<file path="config.mk">
export PLATFORM = sky130hd
export DESIGN_NAME = traffic_phase_scheduler
export DESIGN_NICKNAME = d
export VERILOG_FILES = /design/src/rtl/traffic_pkg.sv /design/src/rtl/traffic_phase_scheduler_tick_gen.sv /design/src/rtl/traffic_phase_scheduler.sv
export SDC_FILE = /design/constraint.sdc
export NUM_CORES = 1
export LEC_CHECK = 0
export ABC_AREA = 1
export CORE_MARGIN = 2
export CORE_UTILIZATION = 50
export CTS_CLUSTER_DIAMETER = 120
export DETAILED_ROUTE_END_ITERATION = 10
export GPL_ROUTABILITY_DRIVEN = 1
export PLACE_DENSITY = 0.68
export SYNTH_ARGS = -nofsm -noshare
export SYNTH_HDL_FRONTEND = slang
export SYNTH_HIERARCHICAL = 1
export SYNTH_SLANG_ARGS = --single-unit
export TNS_END_PERCENT = 1
</file>
<file path="constraint.sdc">
create_clock -name clk -period 1.65 [get_ports clk]
set_input_delay 0.165 -clock clk [delete_from_list [all_inputs] [get_ports clk]]
set_output_delay 0.165 -clock clk [all_outputs]
set_load 0.05 [all_outputs]
</file>
<file path="src/rtl/traffic_pkg.sv">
// Shared types and constants for the two-way intersection phase scheduler.
package traffic_pkg;

  typedef enum logic [2:0] {
    NS_G  = 3'd0,
    NS_Y  = 3'd1,
    RED_A = 3'd2,
    EW_G  = 3'd3,
    EW_Y  = 3'd4,
    RED_B = 3'd5
  } state_t;

  localparam logic [2:0] LAMP_R = 3'b100;
  localparam logic [2:0] LAMP_Y = 3'b010;
  localparam logic [2:0] LAMP_G = 3'b001;

  // Counter width able to hold values up to max_val.
  function automatic int unsigned width_of(input int unsigned max_val);
    return 32'($clog2(max_val)) + 32'd1;
  endfunction

  function automatic int unsigned max3(input int unsigned a, input int unsigned b,
                                       input int unsigned c);
    int unsigned m;
    m = (a > b) ? a : b;
    return (m > c) ? m : c;
  endfunction

  function automatic logic [2:0] lamp_ns(input state_t s);
    case (s)
      NS_G:    return LAMP_G;
      NS_Y:    return LAMP_Y;
      default: return LAMP_R;
    endcase
  endfunction

  function automatic logic [2:0] lamp_ew(input state_t s);
    case (s)
      EW_G:    return LAMP_G;
      EW_Y:    return LAMP_Y;
      default: return LAMP_R;
    endcase
  endfunction

endpackage

</file>
<file path="src/rtl/traffic_phase_scheduler_tick_gen.sv">
// Prescaler producing a one-clock tick every CLK_HZ clocks.
module tick_gen #(
  parameter int unsigned CLK_HZ = 100_000_000
) (
  input  logic clk,
  input  logic rst,
  output logic tick
);

  localparam int unsigned PW = (CLK_HZ > 1) ? $clog2(CLK_HZ) : 1;
  localparam logic [PW-1:0] LAST = PW'(CLK_HZ - 1);

  logic [PW-1:0] prescaler;

  always_ff @(posedge clk or posedge rst) begin
    if (rst) begin
      prescaler <= '0;
      tick      <= 1'b0;
    end else if (prescaler == LAST) begin
      prescaler <= '0;
      tick      <= 1'b1;
    end else begin
      prescaler <= prescaler + PW'(1);
      tick      <= 1'b0;
    end
  end

endmodule

</file>
<file path="src/rtl/traffic_phase_scheduler.sv">
// NS/EW phase sequencer with pedestrian walk service and emergency preemption.
module traffic_phase_scheduler
  import traffic_pkg::*;
#(
  parameter int unsigned CLK_HZ      = 100_000_000,
  parameter int unsigned GREEN_S     = 5,
  parameter int unsigned YELLOW_S    = 2,
  parameter int unsigned ALLRED_S    = 1,
  parameter int unsigned WALK_S      = 4,
  parameter int unsigned MIN_GREEN_S = 2
) (
  input  logic       clk,
  input  logic       rst,
  input  logic       ped_req_ns,
  input  logic       ped_req_ew,
  input  logic [1:0] emerg_req,
  output logic [2:0] NS,
  output logic [2:0] EW,
  output logic       walk_ns,
  output logic       walk_ew,
  output logic [2:0] phase
);

  localparam int unsigned CW = width_of(max3(GREEN_S, YELLOW_S, ALLRED_S));
  localparam logic [CW-1:0] G_LAST  = CW'(GREEN_S - 1);
  localparam logic [CW-1:0] Y_LAST  = CW'(YELLOW_S - 1);
  localparam logic [CW-1:0] AR_LAST = CW'(ALLRED_S - 1);
  localparam logic [CW-1:0] W_LAST  = CW'(WALK_S - 1);
  localparam logic [CW-1:0] MG_LAST = CW'(MIN_GREEN_S - 1);

  state_t        state;
  state_t        nxt;
  logic [CW-1:0] cnt;
  logic          tick;
  logic [1:0]    req_q;
  logic          rise_ns;
  logic          rise_ew;
  logic          pend_ns;
  logic          pend_ew;
  logic          in_green;

  tick_gen #(.CLK_HZ(CLK_HZ)) u_tick_gen (
    .clk  (clk),
    .rst  (rst),
    .tick (tick)
  );

  assign rise_ns  = ped_req_ns & ~req_q[0];
  assign rise_ew  = ped_req_ew & ~req_q[1];
  assign in_green = (state == NS_G) || (state == EW_G);
  assign phase    = state;

  // Next phase: a green held by its own preempt never yields; the opposing
  // preempt cuts it once the minimum green has elapsed.
  always_comb begin
    nxt = state;
    case (state)
      NS_G:  if (tick && !emerg_req[0] &&
                 (cnt == G_LAST || (emerg_req[1] && cnt >= MG_LAST))) nxt = NS_Y;
      NS_Y:  if (tick && cnt == Y_LAST) nxt = RED_A;
      RED_A: if (tick && cnt == AR_LAST) nxt = emerg_req[0] ? NS_G : EW_G;
      EW_G:  if (tick && !emerg_req[1] &&
                 (cnt == G_LAST || (emerg_req[0] && cnt >= MG_LAST))) nxt = EW_Y;
      EW_Y:  if (tick && cnt == Y_LAST) nxt = RED_B;
      RED_B: if (tick && cnt == AR_LAST) nxt = (emerg_req[1] && !emerg_req[0]) ? EW_G : NS_G;
      default: nxt = RED_B;
    endcase
  end

  always_ff @(posedge clk or posedge rst) begin
    if (rst) begin
      state   <= RED_B;
      cnt     <= '0;
      NS      <= LAMP_R;
      EW      <= LAMP_R;
      walk_ns <= 1'b0;
      walk_ew <= 1'b0;
      pend_ns <= 1'b0;
      pend_ew <= 1'b0;
      req_q   <= 2'b00;
    end else begin
      state <= nxt;
      NS    <= lamp_ns(nxt);
      EW    <= lamp_ew(nxt);
      req_q <= {ped_req_ew, ped_req_ns};

      if (nxt != state) cnt <= '0;
      else if (tick && !(in_green && cnt == G_LAST)) cnt <= cnt + CW'(1);

      // A request arriving on the entry edge itself is served in that green.
      if (nxt == NS_G && state != NS_G) begin
        walk_ns <= pend_ns | rise_ns;
        pend_ns <= 1'b0;
      end else begin
        if (rise_ns) pend_ns <= 1'b1;
        if (nxt != NS_G || (tick && cnt == W_LAST)) walk_ns <= 1'b0;
      end

      if (nxt == EW_G && state != EW_G) begin
        walk_ew <= pend_ew | rise_ew;
        pend_ew <= 1'b0;
      end else begin
        if (rise_ew) pend_ew <= 1'b1;
        if (nxt != EW_G || (tick && cnt == W_LAST)) walk_ew <= 1'b0;
      end
    end
  end

endmodule

</file>
==> metrics.yaml, run 1 <==
status: "complete, but fails checks"
violations: "setup timing"
combPwrFrac_pct: 2.1
slew_headroom_pct: 67.08
routed-via-count: 2206
post-place-ws_ns: -0.06261
fin_tns_setup_ns: -0.08429
root_buffer: "clkbuf_8"
layout-drive-gt1-share_pct: 23.66
critPathMaxStageDelay_ns: 0.44
track_usage_pct: 19.57
required_ns: 1.86
final_nets: 403
start_util_pct: 50.86
path_buf_inv: 2
clkTransAtPathRegs_ns: 0.08
reg2reg_from: "cnt[0]$_DFFE_PP0P_"
fin_ws_ns: -0.03491
fp.dieH_um: 78.38
finalWorstPathRequiredPeriod_ns: 1.685
critPathLaunchType: "flop"
numClockSinks: 47
crit_family: "simple AND/OR/NAND/NOR gates"
pwr-share-clk_pct: 38.2
grt_pass1_wl_mm: 9.632
fin_skew_ns: 0.01010
ys_types: 31
worstSetupStartpoint: "cnt[0]$_DFFE_PP0P_"
dp_hpwl_mm: 4.028
leakage_nw: 1.553
grt_max_degree: 29
intPower_mw: 1.551
fin_crit_sh_pct: 102.1
cts_tree: "yes"
die_area_sq_um: 6143
die_w_um: 78.38
syn_inst: 361
wl_per_cell_um: 11.20
power_density_nw_per_um2: 596.8
crit_path_top_delay_cell: "dfrtp_2"
arrival_ns: 1.90
rsz0062_at_grt: "yes"
fmax_ghz: 0.5935
grt_pass1_vias: 2142
synth_seq_cells: 47
final_common_cell: "nand2_1"
avgSynthCellArea_sq_um: 7.663
crit_path_cell_trace: "inv_2, ha_2, nand2_1, inv_2, nand3_1, nand2_1, nand2_1, nand2_2, nand3_4, nand2_4, nand2_4, nor3_2"
io_buffer_count: 16
htree_levels: 2
cts_buffers: 5
ys_warn_count: 6
critPathMaxFanout: 4
firstDrtPassIters: 4
setup_violations: 5
ys_seq_area_share_pct: 42.70
synth_area_sq_um: 2766
syn_nets: 372
synth-edff-count: 0
place_congestion: 0.8864
crit_type: "flop to flop"
gr-total-overflow: 0
diodes: 0
hold_buffers: 0
finalHoldViolCount: 0
core-area_sq_um: 5439
sw_frac_of_total_pct: 19.81
final_cell_mix: "nand2_1, nor2_1, dfrtp_1, inv_1, nand3_1"
wl_mm: 5.207
clockBufferDepth: 2
endpoint_kind: "flop"
drv_slew: 0
pin_count: 17
dpl_cell_area_sq_um: 3063
synthArstFlopShare_pct: 100.0
stdcell_area_sq_um: 3241
antenna_left: 0
irDropWorstVdd_v: 0.0003331
syn_to_final_growth_pct: 17.14
drc: 0
maxCapViolCount: 0
crit_top_cell: "nand2_1"
antenna_found_initial: 0
seq_power_share_pct: 59.7
drtIter0Drc: 177
worst_pin_slew_ns: 0.4922
row_count: 27
ys.flop_type: "dfrtp_1"
clkLatencyLatePin_ns: 0.30
viasPerCell: 4.744
p_sw_uw: 383.2
hold_path.class: "primary input to asynchronous set/reset pin"
metrics by stage:
stage | std cells | util [%] | hold slack, ns | power, mW
2_1_floorplan | 361 | - | 0.1131 | 1.196
3_3_place_gp | 454 | 56.31 | 0.4717 | 1.220
3_5_place_dp | 454 | 56.31 | 0.4774 | 1.220
4_1_cts | 464 | 58.66 | 0.2005 | 1.972
5_1_grt | 465 | 59.58 | 0.2328 | 2.018
6_report | 465 | 59.58 | 0.2013 | 1.934
cells by family (layout without fill, tap and decap cells):
family | Yosys count | after routing | share of synthesized area, %
AND/OR/NAND/NOR | 229 | 229 | 40.25
buffers and inverters | 51 | 83 | 6.965
adder cells (fa/ha/maj) | 5 | 5 | 2.261
flip-flops | 47 | 47 | 42.70
AO/OA/AOI/OAI | 18 | 18 | 4.341
XOR/XNOR | 11 | 11 | 3.483
power groups by stage:
stage               clock network, mW  registers, mW  logic, mW
floorplan                           0           1.18     0.0189
detailed placement                  0           1.18     0.0428
finish                          0.739           1.15     0.0408
global route                    0.816           1.15     0.0478
CTS                             0.774           1.15     0.0432
global placement                    0           1.18     0.0429
per-layer routing:
layer | up-vias | part of all wire, % | track usage, %
met3 | 7 | 3.1 | 3.448
met5 | - | 0 | 0
met2 | 26 | 44 | 29.05
met4 | 0 | 1.5 | 7.368
li1 | 1169 | - | -
met1 | 1004 | 51 | 28.68
cell type report:
cell class,count,area [sq um]
inverter,51,192.7
fill,495,2198
timing repair buffer,24,227.7
sequential,47,1184
multi-input combinational,263,1446
tap,72,90.09
clock buffer,8,100.1
worst paths after layout:
check                      slack, ns  cells after the start                                 end
min in group clk                0.33                      1                  req_q[1]$_DFF_PP0_
min                             0.20                      3                  cnt[2]$_DFFE_PP0P_
max in group asynchronous       1.13                      3  u_tick_gen/prescaler[19]$_DFF_PP0_
min reg2reg                     0.49                      1   u_tick_gen/prescaler[0]$_DFF_PP0_
max reg2reg                    -0.03                     12                  cnt[0]$_DFFE_PP0P_
max                            -0.03                     12                  cnt[0]$_DFFE_PP0P_
repair_timing:
action | 4_1_cts | 5_1_grt
endpoints found under the setup margin | 8 | 13
pin swaps | 1 | 6
gates resized for setup | 6 | 12
setup buffers | 2 | 1
worst reg2reg max path, delay by kind of cell, from the launching register on:
family / cells / cell delay (ns)
DFF: 1 / 0.44
and+or+nand+nor: 9 / 0.83
buffers and inverters: 2 / 0.14
adders and majority gates: 1 / 0.19
registers in the layout, summed over array words and instances (netlist names):
register and flops:
u_tick_gen/tick 1, u_tick_gen/prescaler 27, EW 3, phase 3, cnt 4, walk_ew 1
req_q 2, walk_ns 1, NS 3, pend_ns 1, pend_ew 1
cells in the mapped netlist (2+ instances only):
cell type,n,area [sq um]
nand2_1,95,356.6
nor2_1,62,232.7
dfrtp_1,43,1076
inv_1,42,157.7
nand3_1,24,120.1
nand2_2,13,81.33
inv_2,8,30.03
nor2_4,8,90.09
xor2_1,8,70.07
a21oi_1,7,35.03
nor2_2,7,43.79
ha_1,5,62.56
nor3_2,5,50.05
dfstp_2,4,105.1
nor3_1,3,15.01
o21ai_1,3,15.01
xnor2_1,3,26.28
a21oi_2,2,17.52
and2_1,2,12.51
nand2_4,2,22.52
nand3_4,2,35.03
nand3b_1,2,15.01
nand4_1,2,12.51
o21bai_1,2,15.01
Note: power is estimated with default switching activity, not from simulation.
==> inputs of run 2 (changes only) <==
- SKIP_CTS_REPAIR_TIMING: default -> 1
==> run 2 against run 1 <==
  * The flow still finishes with violations (setup timing)
  * Largest power group unchanged
  * Count of clock-buffer cells in the layout unchanged
  * Critical path type unchanged
  * Utilization is 0.92 points higher
  * Clock skew grew 0.00085 ns
  * Final cell count unchanged
  * Non-clock buffer count unchanged
  * Clock power about the same
  * Die area unchanged
  * Hold slack better by 0.00088 ns
  * First-iteration DRC count shrank 10%
==> metrics.yaml, run 2 (synthesis results as in run 1) <==
use_met2_pct: 28.71  # was 29.05%
grt_pass1_wl_mm: 9.570  # was 9.632 mm
r2r_setup_slack_ns: -0.06  # was -0.03 ns
post-place-ws_ns: -0.06261  # unchanged
syn_to_final_growth_pct: 18.95  # was 17.14%
diodes: 0  # unchanged
hold_path.class: "primary input to asynchronous set/reset pin"  # unchanged
gr-total-overflow: 0  # unchanged
wl_per_cell_um: 11.43  # was 11.20 um
final_nets: 403  # unchanged
power_density_nw_per_um2: 587.6  # was 596.8 nW/um^2
viasPerCell: 4.772  # was 4.744
fin_skew_ns: 0.01094  # was 0.01010 ns
root_buffer: "clkbuf_8"  # unchanged
power.total_mw: 1.933  # was 1.934 mW
crit_family: "simple AND/OR/NAND/NOR gates"  # unchanged
grt_max_degree: 29  # unchanged
crit_path_top_delay_cell: "dfrtp_1"  # was dfrtp_2
top_register: "u_tick_gen/prescaler"  # unchanged
clockBufferDepth: 2  # unchanged
die_area_sq_um: 6143  # unchanged
gr-max-usage-layer: "met2"  # unchanged
routed-via-count: 2219  # was 2206
drtIter0Drc: 159  # was 177
final_cell_mix: "nand2_1, nor2_1, dfrtp_1, inv_1, nand3_1"  # unchanged
top_regs: "u_tick_gen/prescaler: 27 flops, cnt: 4 flops"  # unchanged
critPathMaxFanout: 6  # was 4
leakage_nw: 1.558  # was 1.553 nW
core-area_sq_um: 5439  # unchanged
clkTransAtPathRegs_ns: 0.08  # about the same
rsz0062_at_grt: "yes"  # unchanged
drv_slew: 0  # unchanged
fin_crit_sh_pct: 103.5  # was 102.1%
critPathMaxStageDelay_ns: 0.40  # was 0.44 ns
cts_tree: "yes"  # unchanged
numClockSinks: 47  # unchanged
irDropWorstVdd_v: 0.0003332  # was 0.0003331 V
fp.dieH_um: 78.38  # unchanged
crit_type: "flop to flop"  # unchanged
htree_levels: 2  # unchanged
track_usage_pct: 19.45  # was 19.57%
grt_util_met1_pct: 28.60  # was 28.68%
r2r_cells: 12  # unchanged
reg2reg_from: "cnt[1]$_DFFE_PP0P_"  # was cnt[0]$_DFFE_PP0P_
arrival_ns: 1.93  # was 1.90 ns
holdWs_ns: 0.2021  # was 0.2013 ns
use_met3_pct: 3.448  # unchanged
row_count: 27  # unchanged
wl_mm: 5.317  # was 5.207 mm
required_ns: 1.87  # was 1.86 ns
largest_register_ffs: 27  # unchanged
crit_path_cell_trace: "inv_2, ha_4, inv_2, nor2_1, nand2_1, nand2_2, a21oi_4, nor2_4, nand3_4, nand2_2, nand2_4, nor3_4"  # was inv_2, ha_2, nand2_1, inv_2, nand3_1, nand2_1, nand2_1, nand2_2, nand3_4, nand2_4, nand2_4, nor3_2
fin_ws_ns: -0.05732  # was -0.03491 ns
firstDrtPassIters: 5  # was 4
fmax_ghz: 0.5857  # was 0.5935 GHz
postLayoutCoreUtil_pct: 60.50  # was 59.58%
status: "complete, but fails checks"  # unchanged
place_congestion: 0.8864  # unchanged
grt_pass1_vias: 2134  # was 2142
worst_pin_slew_ns: 0.4922  # about the same
final_common_cell: "nand2_1"  # unchanged
regArea_sq_um: 1184  # unchanged
finalHoldViolCount: 0  # unchanged
antenna_left: 0  # unchanged
clkLatencyLatePin_ns: 0.30  # about the same
violations: "setup timing"  # unchanged
die_w_um: 78.38  # unchanged
endpoint_kind: "flop"  # unchanged
setup_violations: 6  # was 5
maxCapViolCount: 0  # unchanged
start_util_pct: 50.86  # unchanged
antenna_found_initial: 0  # unchanged
cts_buffers: 5  # unchanged
layout-drive-gt1-share_pct: 25.19  # was 23.66%
path_buf_inv: 2  # unchanged
dp_hpwl_mm: 4.028  # unchanged
timing.rr.end: "cnt[1]$_DFFE_PP0P_"  # was cnt[0]$_DFFE_PP0P_
multi_input_area_sq_um: 1494  # was 1446 sq um
io_buffer_count: 16  # unchanged
finalWorstPathRequiredPeriod_ns: 1.707  # was 1.685 ns
critPathLaunchType: "flop"  # unchanged
drc: 0  # unchanged
slew_headroom_pct: 67.08  # about the same
fillers: 489  # was 495
pin_count: 17  # unchanged
==> run 2: layout make-up <==
| cell class | count | share of cell area (%) |
|---|---|---|
| multi-input combinational | 263 | 45.40 |
| clock buffer | 8 | 3.042 |
| tap | 72 | 2.738 |
| inverter | 51 | 5.932 |
| timing repair buffer | 24 | 6.920 |
| sequential | 47 | 35.97 |
==> run 2: layer usage <==
metal / vias up / share of wire, %
li1: 1167 / -
met2: 34 / 44
met1: 1011 / 51
met3: 7 / 3.4
met5: - / 0
met4: 0 / 1.5
==> run 2: metrics by stage <==
step | instance area [sq um] | cells | setup TNS [ns]
after floorplan | 2768 | 361 | -0.05313
after global routing | 3291 | 465 | -1.306
after CTS | 3163 | 462 | -0.4278
final | 3291 | 465 | -0.2226
after detailed placement | 3063 | 454 | -0.2868
after global placement | 3063 | 454 | -0.1692
==> run 2: how the worst max path moves through the flow <==
stage                            start                   to  slack (ns)  cells past startpoint
floorplan           phase[0]$_DFF_PP1_   cnt[0]$_DFFE_PP0P_       -0.01                      7
global placement    cnt[1]$_DFFE_PP0P_  pend_ns$_DFFE_PP0P_       -0.06                     13
detailed placement  cnt[1]$_DFFE_PP0P_   cnt[0]$_DFFE_PP0P_       -0.06                     12
CTS                 cnt[1]$_DFFE_PP0P_   cnt[0]$_DFFE_PP0P_       -0.08                     12
global route        cnt[1]$_DFFE_PP0P_   cnt[1]$_DFFE_PP0P_       -0.17                     12
finish              cnt[1]$_DFFE_PP0P_   cnt[1]$_DFFE_PP0P_       -0.06                     12
==> run 2: worst reg2reg max path: cells and delay by family (launching register included) <==
kind | cells | cell delay (ns)
flops | 1 | 0.40
buf+inv | 2 | 0.16
simple gates | 8 | 0.86
compound gates | 1 | 0.07
fa+ha+maj | 1 | 0.15
==> run 2: power by group <==
part	leakage [nW]	total [mW]	internal, mW	switching (mW)
Clock	0.0515	0.738	0.382	0.356
Combinational	0.897	0.0413	0.0147	0.0265
Sequential	0.610	1.15	1.15	0.000621
Total	1.56	1.93	1.55	0.383
